[config.mk]
export PLATFORM = sky130hd
export DESIGN_NAME = ps2_cursor_tracker_flat
export DESIGN_NICKNAME = d
export VERILOG_FILES = /design/src/rtl/ps2_mouse_pkg.sv /design/src/rtl/ps2_cursor_tracker_if.sv /design/src/rtl/ps2_axis_clamp.sv /design/src/rtl/ps2_cursor_tracker.sv /design/src/flat_wrapper.sv
export SDC_FILE = /design/constraint.sdc
export NUM_CORES = 1
export LEC_CHECK = 0
export BUFFER_PORTS_ARGS = -buffer_cell sky130_fd_sc_hd__buf_2
export CELL_PAD_IN_SITES_DETAIL_PLACEMENT = 0
export CELL_PAD_IN_SITES_GLOBAL_PLACEMENT = 1
export CORE_MARGIN = 3
export CORE_UTILIZATION = 47
export DETAILED_ROUTE_END_ITERATION = 10
export PLACE_DENSITY_LB_ADDON = 0.1
export SLEW_MARGIN = 20
export SYNTH_ARGS = -nofsm -noshare
export SYNTH_HDL_FRONTEND = slang
export SYNTH_HIERARCHICAL = 1
export SYNTH_SLANG_ARGS = --single-unit
[constraint.sdc]
create_clock -name iCLK_50 -period 12.2 [get_ports iCLK_50]
set_clock_uncertainty 0.2 [all_clocks]
set_input_delay 1.22 -clock iCLK_50 [delete_from_list [all_inputs] [get_ports iCLK_50]]
set_output_delay 1.22 -clock iCLK_50 [all_outputs]
set_load 0.005 [all_outputs]
[src/rtl/ps2_mouse_pkg.sv]
// Shared PS/2 mouse definitions: status-byte bit positions, tracker state
// encoding and the colour written when erasing.
package ps2_mouse_pkg;

  localparam int BTN_L = 0;
  localparam int BTN_R = 1;
  localparam int BTN_M = 2;
  localparam int SYNC  = 3;
  localparam int XS    = 4;
  localparam int YS    = 5;
  localparam int XO    = 6;
  localparam int YO    = 7;

  typedef logic [1:0] state_t;
  localparam logic [1:0] ST_IDLE = 2'd0;
  localparam logic [1:0] ST_CALC = 2'd1;
  localparam logic [1:0] ST_REQ  = 2'd2;

  localparam logic [7:0] ERASE_COLOR = 8'h00;

endpackage

[src/rtl/ps2_cursor_tracker_if.sv]
// Packet-in and pixel-write-out handshakes of the cursor tracker.
interface ps2_cursor_tracker_if #(parameter int CW = 10);

  logic          iPKT_VALID;
  logic [7:0]    iPKT_B0;
  logic [7:0]    iPKT_DX;
  logic [7:0]    iPKT_DY;
  logic          oPKT_READY;
  logic          oWR_REQ;
  logic [CW-1:0] oWR_X;
  logic [CW-1:0] oWR_Y;
  logic [7:0]    oWR_DATA;
  logic          iWR_ACK;

  modport slave (
    input  iPKT_VALID, iPKT_B0, iPKT_DX, iPKT_DY, iWR_ACK,
    output oPKT_READY, oWR_REQ, oWR_X, oWR_Y, oWR_DATA
  );

  modport master (
    output iPKT_VALID, iPKT_B0, iPKT_DX, iPKT_DY, iWR_ACK,
    input  oPKT_READY, oWR_REQ, oWR_X, oWR_Y, oWR_DATA
  );

endinterface

[src/rtl/ps2_axis_clamp.sv]
// One cursor axis: pos + delta clamped into 0..limit, purely combinational.
module ps2_axis_clamp #(
  parameter int CW = 10
) (
  input  logic [CW-1:0]        i_pos,
  input  logic signed [CW+1:0] i_delta,
  input  logic [CW-1:0]        i_limit,
  output logic [CW-1:0]        o_pos
);

  logic signed [CW+1:0] w_sum;

  // Two extra bits keep pos+delta from wrapping for any 9-bit delta.
  assign w_sum = $signed({2'b00, i_pos}) + i_delta;

  always_comb begin
    o_pos = w_sum[CW-1:0];
    if (w_sum < 0)
      o_pos = '0;
    else if (w_sum > $signed({2'b00, i_limit}))
      o_pos = i_limit;
  end

endmodule

[src/rtl/ps2_cursor_tracker.sv]
// Turns PS/2 mouse packets into a clamped absolute cursor and issues
// paint/erase pixel writes while a button is held.
//
// state | meaning
// IDLE  | ready for a packet
// CALC  | apply the latched packet to the cursor
// REQ   | pixel write pending until iWR_ACK
module ps2_cursor_tracker
  import ps2_mouse_pkg::*;
#(
  parameter int H_RES = 640,
  parameter int V_RES = 480,
  parameter int CW    = 10
) (
  input  logic                 iCLK_50,
  input  logic                 iRST_n,
  ps2_cursor_tracker_if.slave  bus,
  input  logic [7:0]           iCOLOR,
  output logic [CW-1:0]        oCUR_X,
  output logic [CW-1:0]        oCUR_Y,
  output logic [2:0]           oBUTTONS,
  output logic [7:0]           oDROP_CNT
);

  localparam logic [CW-1:0] X_MAX = CW'(H_RES - 1);
  localparam logic [CW-1:0] Y_MAX = CW'(V_RES - 1);
  localparam logic [CW-1:0] X_RST = CW'(H_RES / 2);
  localparam logic [CW-1:0] Y_RST = CW'(V_RES / 2);

  state_t               r_state;
  logic signed [CW+1:0] r_dx;
  logic signed [CW+1:0] r_dy;
  logic [2:0]           r_btn;
  logic [CW-1:0]        r_cur_x;
  logic [CW-1:0]        r_cur_y;
  logic [2:0]           r_buttons;
  logic                 r_wr_req;
  logic [CW-1:0]        r_wr_x;
  logic [CW-1:0]        r_wr_y;
  logic [7:0]           r_wr_data;
  logic [7:0]           r_drop_cnt;

  logic                 w_accept;
  logic                 w_drop;
  logic                 w_paint;
  logic signed [CW+1:0] w_dx_in;
  logic signed [CW+1:0] w_dy_in;
  logic signed [CW+1:0] w_dy_neg;
  logic [CW-1:0]        w_new_x;
  logic [CW-1:0]        w_new_y;

  assign w_accept = bus.iPKT_VALID && (r_state == ST_IDLE) && bus.iPKT_B0[SYNC];
  assign w_drop   = bus.iPKT_VALID && !w_accept;
  assign w_paint  = r_btn[BTN_L] | r_btn[BTN_R];

  // Overflowed axes are discarded rather than trusted as a huge move.
  assign w_dx_in = bus.iPKT_B0[XO] ? '0 : {{(CW-6){bus.iPKT_B0[XS]}}, bus.iPKT_DX};
  assign w_dy_in = bus.iPKT_B0[YO] ? '0 : {{(CW-6){bus.iPKT_B0[YS]}}, bus.iPKT_DY};
  assign w_dy_neg = -r_dy;

  ps2_axis_clamp #(.CW(CW)) u_clamp_x (
    .i_pos   (r_cur_x),
    .i_delta (r_dx),
    .i_limit (X_MAX),
    .o_pos   (w_new_x)
  );

  ps2_axis_clamp #(.CW(CW)) u_clamp_y (
    .i_pos   (r_cur_y),
    .i_delta (w_dy_neg),
    .i_limit (Y_MAX),
    .o_pos   (w_new_y)
  );

  always_ff @(posedge iCLK_50 or negedge iRST_n) begin
    if (!iRST_n) begin
      r_state    <= ST_IDLE;
      r_dx       <= '0;
      r_dy       <= '0;
      r_btn      <= '0;
      r_cur_x    <= X_RST;
      r_cur_y    <= Y_RST;
      r_buttons  <= '0;
      r_wr_req   <= 1'b0;
      r_wr_x     <= '0;
      r_wr_y     <= '0;
      r_wr_data  <= '0;
      r_drop_cnt <= '0;
    end else begin
      if (w_drop && (r_drop_cnt != 8'hFF))
        r_drop_cnt <= r_drop_cnt + 8'd1;

      case (r_state)
        ST_IDLE: begin
          if (w_accept) begin
            r_dx    <= w_dx_in;
            r_dy    <= w_dy_in;
            r_btn   <= {bus.iPKT_B0[BTN_M], bus.iPKT_B0[BTN_R], bus.iPKT_B0[BTN_L]};
            r_state <= ST_CALC;
          end
        end
        ST_CALC: begin
          r_cur_x   <= w_new_x;
          r_cur_y   <= w_new_y;
          r_buttons <= r_btn;
          if (w_paint) begin
            r_wr_req  <= 1'b1;
            r_wr_x    <= w_new_x;
            r_wr_y    <= w_new_y;
            r_wr_data <= r_btn[BTN_L] ? iCOLOR : ERASE_COLOR;
            r_state   <= ST_REQ;
          end else begin
            r_state <= ST_IDLE;
          end
        end
        ST_REQ: begin
          if (bus.iWR_ACK) begin
            r_wr_req <= 1'b0;
            r_state  <= ST_IDLE;
          end
        end
        default: r_state <= ST_IDLE;
      endcase
    end
  end

  assign bus.oPKT_READY = (r_state == ST_IDLE);
  assign bus.oWR_REQ    = r_wr_req;
  assign bus.oWR_X      = r_wr_x;
  assign bus.oWR_Y      = r_wr_y;
  assign bus.oWR_DATA   = r_wr_data;
  assign oCUR_X         = r_cur_x;
  assign oCUR_Y         = r_cur_y;
  assign oBUTTONS       = r_buttons;
  assign oDROP_CNT      = r_drop_cnt;

endmodule

[src/flat_wrapper.sv]
// flat-port wrapper written by rule: the top's interface ports become plain ports
module ps2_cursor_tracker_flat import ps2_mouse_pkg::*;
#(
  parameter int H_RES = 640,
  parameter int V_RES = 480,
  parameter int CW    = 10
)
  (iCLK_50, iRST_n, iCOLOR, oCUR_X, oCUR_Y, oBUTTONS, oDROP_CNT, bus_iPKT_VALID, bus_iPKT_B0, bus_iPKT_DX, bus_iPKT_DY, bus_iWR_ACK, bus_oPKT_READY, bus_oWR_REQ, bus_oWR_X, bus_oWR_Y, bus_oWR_DATA);
  ps2_cursor_tracker_if #(.CW(CW)) bus_i ();
  input  logic iCLK_50;
  input  logic iRST_n;
  input  logic [7:0] iCOLOR;
  output logic [CW-1:0] oCUR_X;
  output logic [CW-1:0] oCUR_Y;
  output logic [2:0] oBUTTONS;
  output logic [7:0] oDROP_CNT;
  input wire logic [$bits(bus_i.iPKT_VALID)-1:0] bus_iPKT_VALID;
  input wire logic [$bits(bus_i.iPKT_B0)-1:0] bus_iPKT_B0;
  input wire logic [$bits(bus_i.iPKT_DX)-1:0] bus_iPKT_DX;
  input wire logic [$bits(bus_i.iPKT_DY)-1:0] bus_iPKT_DY;
  input wire logic [$bits(bus_i.iWR_ACK)-1:0] bus_iWR_ACK;
  output wire logic [$bits(bus_i.oPKT_READY)-1:0] bus_oPKT_READY;
  output wire logic [$bits(bus_i.oWR_REQ)-1:0] bus_oWR_REQ;
  output wire logic [$bits(bus_i.oWR_X)-1:0] bus_oWR_X;
  output wire logic [$bits(bus_i.oWR_Y)-1:0] bus_oWR_Y;
  output wire logic [$bits(bus_i.oWR_DATA)-1:0] bus_oWR_DATA;
  assign bus_i.iPKT_VALID = bus_iPKT_VALID;
  assign bus_i.iPKT_B0 = bus_iPKT_B0;
  assign bus_i.iPKT_DX = bus_iPKT_DX;
  assign bus_i.iPKT_DY = bus_iPKT_DY;
  assign bus_i.iWR_ACK = bus_iWR_ACK;
  assign bus_oPKT_READY = bus_i.oPKT_READY;
  assign bus_oWR_REQ = bus_i.oWR_REQ;
  assign bus_oWR_X = bus_i.oWR_X;
  assign bus_oWR_Y = bus_i.oWR_Y;
  assign bus_oWR_DATA = bus_i.oWR_DATA;
  ps2_cursor_tracker #(.H_RES(H_RES), .V_RES(V_RES), .CW(CW)) u_core (.iCLK_50(iCLK_50), .iRST_n(iRST_n), .bus(bus_i), .iCOLOR(iCOLOR), .oCUR_X(oCUR_X), .oCUR_Y(oCUR_Y), .oBUTTONS(oBUTTONS), .oDROP_CNT(oDROP_CNT));
endmodule
==> flow_summary_export.csv <==
group,metric,value,unit
final_layout,fin_nets,761,
final_layout,fillers,995,
floorplan,ioPinCount,97,
global_route,grt_antenna_before_repair,0,
power_and_ir_drop,powerDensity,288,mW/mm^2
synthesis,async_flop_share,1.00,
power_and_ir_drop,p_leak,3.40,nW
sta,hold_violations,0,
global_route,grt_first_pass_wirelength,21600,um
floorplan,coreArea,0.0111,sq mm
floorplan,die_width,114,um
drt,wl_per_cell,15.6,um
synthesis,synth_area,0.00550,sq mm
synthesis,synth.distinct_cells,63,
placed_design,place_congestion,0.870,
worst_setup_path,critPathTopFamily,"compound AO/OA/AOI/OAI gates",
drt,first_pass_iters,4,
drt,routed_wl,12900,um
drt,ant_nets,0,
sta,fin_setup_tns,0,ns
synthesis,synth_top_area_share,0.351,
sta,slew_headroom,0.477,
cts,cts_tree,"built",
worst_setup_path,slowest_delay,0.59,ns
outcome,outcome,"completed",
synthesis,ys.flop_type,"dfrtp_1",
synthesis,synth_area_leaders,"dfrtp_1 (35%), ha_1 (9.6%), mux2_2 (5.7%)",
placed_design,hpwl,9450,um
global_route,grt_pass1_vias,4267,
worst_setup_path,crit_path_max_fanout,10,
sta,rsz0062_at_grt,"no",
synthesis,ys_warn_count,6,
synthesis,avgSynthCellArea,10.1,sq um
cts,cts_root_buffer,"clkbuf_16",
worst_setup_path,cp_cell_sequence,"inv_1 -> ha_1 -> xnor2_1 -> ha_1 -> nor2b_1 -> o31ai_2 -> a21oi_1 -> or3_1 -> and2_1 -> ha_1 -> nand4_1 -> o32ai_1 -> a211oi_2 -> o21ai_1 -> a21oi_1 -> mux2_4",
cts,htree_levels,3,
final_layout,drive_gt1_frac,0.278,
drt,via_count,4413,
worst_setup_path,crit_required,12.29,ns
cts,clk_transition_reported_paths,0.07,ns
cts,clock-sinks,83,
synthesis,synth_seq_area_share,0.379,
power_and_ir_drop,ir_drop,255,uV
cts,clkLatencyLatePin,0.35,ns
sta,period_share,0.365,
cts,ctsResizeCount,0,
worst_setup_path,crit_slowest_cell,"a211oi_2",
global_route,grt_max_degree,84,
cts,clk_path_buf_depth,2,
floorplan,die_height,114,um
drt,drcViolationCount,0,
floorplan,dieArea,0.0130,sq mm
floorplan,rows,38,
sta,fmax,225,MHz
placed_design,io_buffers,96,
final_layout,diodes,0,
worst_setup_path,endpoint_kind,"flip-flop",
cts,hold_buffers,0,
synthesis,yosys.area.top_type,"dfrtp_1",
worst_setup_path,crit_buf_inv,1,
sta,drv_slew,0,
cts,cts_buffers,9,
sta,setup_violations,0,
synthesis,netlist_instances,544,
worst_hold_path,hp-class,"flip-flop to flip-flop",
global_route,grt.total_usage,0.208,
sta,worst_pin_slew,0.784,ns
sta,fin_crit,4.45,ns
final_layout,postLayoutCoreUtil,0.588,
worst_setup_path,start_kind,"flip-flop",
floorplan,start_util,0.494,
placed_design,pre_cts_slack,7.79,ns
cts,cts_setup_buffers,0,
global_route,grt.overflow.total,0,
drt,via_per_inst,5.34,
sta,fin_ws,7.75,ns
drt,drt_iter0_drc,203,
flow_run,drv_cap,0,
worst_setup_path,crit_type,"flip-flop to flip-flop",
worst_setup_path,path_common_cell,"ha_1",
final_layout,area_growth,19.0,%
synthesis,ys_ff_latch,83,
synthesis,synth_edf_count,0,
worst_setup_path,arrival,4.54,ns
## Yosys cell counts, types with 5 or more instances
| library cell | instances |
|---|---|
| a211oi_1 | 9 |
| a21o_1 | 8 |
| a21oi_1 | 35 |
| a22o_1 | 8 |
| and3_1 | 9 |
| buf_2 | 5 |
| dfrtp_1 | 77 |
| dfstp_2 | 6 |
| ha_1 | 42 |
| inv_1 | 38 |
| mux2_2 | 28 |
| mux2_4 | 20 |
| nand2_1 | 37 |
| nand2b_1 | 18 |
| nand3_1 | 22 |
| nand4_1 | 12 |
| nor2_1 | 14 |
| nor2b_1 | 8 |
| o21a_1 | 5 |
| o21ai_0 | 43 |
| o21ai_1 | 14 |
| xnor2_1 | 15 |
| xor2_1 | 7 |
## metal layers
metal  track usage  wire [um]  up-vias
li1              -          -     2226
met1         0.313       6490     2058
met2         0.296       5380      116
met3        0.0481        829       13
met4        0.0681        178        0
met5             0          0        -
## state kept, by name (all words and copies together), names as in the netlist
register and flops:
u_core/bus.oWR_DATA 8, u_core/bus.oWR_REQ 1, u_core/bus.oWR_X 10, u_core/bus.oWR_Y 10
u_core/oBUTTONS 3, u_core/oCUR_X 10, u_core/oCUR_Y 10, u_core/oDROP_CNT 8
u_core/r_btn 3, u_core/r_dx 9, u_core/r_dy 9, u_core/r_state 2
## cell families after synthesis
kind of cell    after synthesis  share of synthesized area
compound gates              148                      0.179
simple gates                147                      0.150
flops                        83                      0.379
mux                          49                      0.114
buf+inv                      49                     0.0383
fa+ha+maj                    44                      0.103
xor+xnor                     22                     0.0351
other cells                   2                    0.00137
## area by class of cell
class	count	area, sq um	area share
clock buffer	9	225	0.0344
clock inverter	7	60.1	0.00918
inverter	38	143	0.0218
multi-input combinational	450	3340	0.511
sequential	83	2080	0.319
tap	140	175	0.0268
timing repair buffer	99	509	0.0779
## metrics by stage
step | total power [mW] | instance area [sq um] | cells | hold slack, ns
finish | 1.88 | 6540 | 826 | 0.294
global route | 2.06 | 6540 | 826 | 0.309
CTS | 1.88 | 6540 | 826 | 0.295
detailed placement | 1.61 | 6250 | 810 | 0.275
global placement | 1.58 | 6250 | 810 | 0.270
floorplan | 1.30 | 5640 | 582 | 0.254
## worst min-delay path, cell delays in order (launching register included)
cell and delay (ns):
dfrtp_1 0.35, nand2_1 0.05, o21ai_0 0.06
## final timing paths
| path | end | startpoint | cells after the start | slack, ns |
|---|---|---|---|---|
| min in group asynchronous | u_core/bus.oWR_X[4] | iRST_n | 1 | 0.70 |
| max reg2reg | u_core/bus.oWR_Y[6] | u_core/r_dy[0] | 16 | 7.75 |
| min | u_core/r_dx[4] | u_core/r_dx[4] | 2 | 0.29 |
| min reg2reg | u_core/r_dx[4] | u_core/r_dx[4] | 2 | 0.29 |
| max | u_core/bus.oWR_Y[6] | u_core/r_dy[0] | 16 | 7.75 |
| max in group asynchronous | u_core/bus.oWR_X[9] | iRST_n | 1 | 10.54 |
## report_power, final
group	internal, mW	switching, mW	total [mW]
registers	0.382	0.0809	0.463
clock network	0.141	0.125	0.266
logic	0.502	0.653	1.15
total	1.02	0.858	1.88
## cell usage in the layout, fill, tap and decap left out, types with 3 or more instances in the layout
master,instances
nand2_1,37
nor2b_1,8
or3_1,3
nor3_1,3
xor2_1,7
o21a_1,5
mux2_2,28
clkinvlp_4,3
nand3_1,22
xnor2_1,15
dfrtp_1,77
a21o_1,8
o21ai_1,14
ha_1,42
buf_4,3
buf_2,95
nor2_1,14
o21ai_0,43
nand4_1,12
dfstp_2,6
a211oi_1,9
clkbuf_16,9
o211a_1,3
and3_1,9
a21oi_1,35
inv_1,38
nand2b_1,18
mux2_4,20
a22o_1,8
and2_1,3
conb_1,40
No activity file was read; power rests on OpenSTA's default activity.
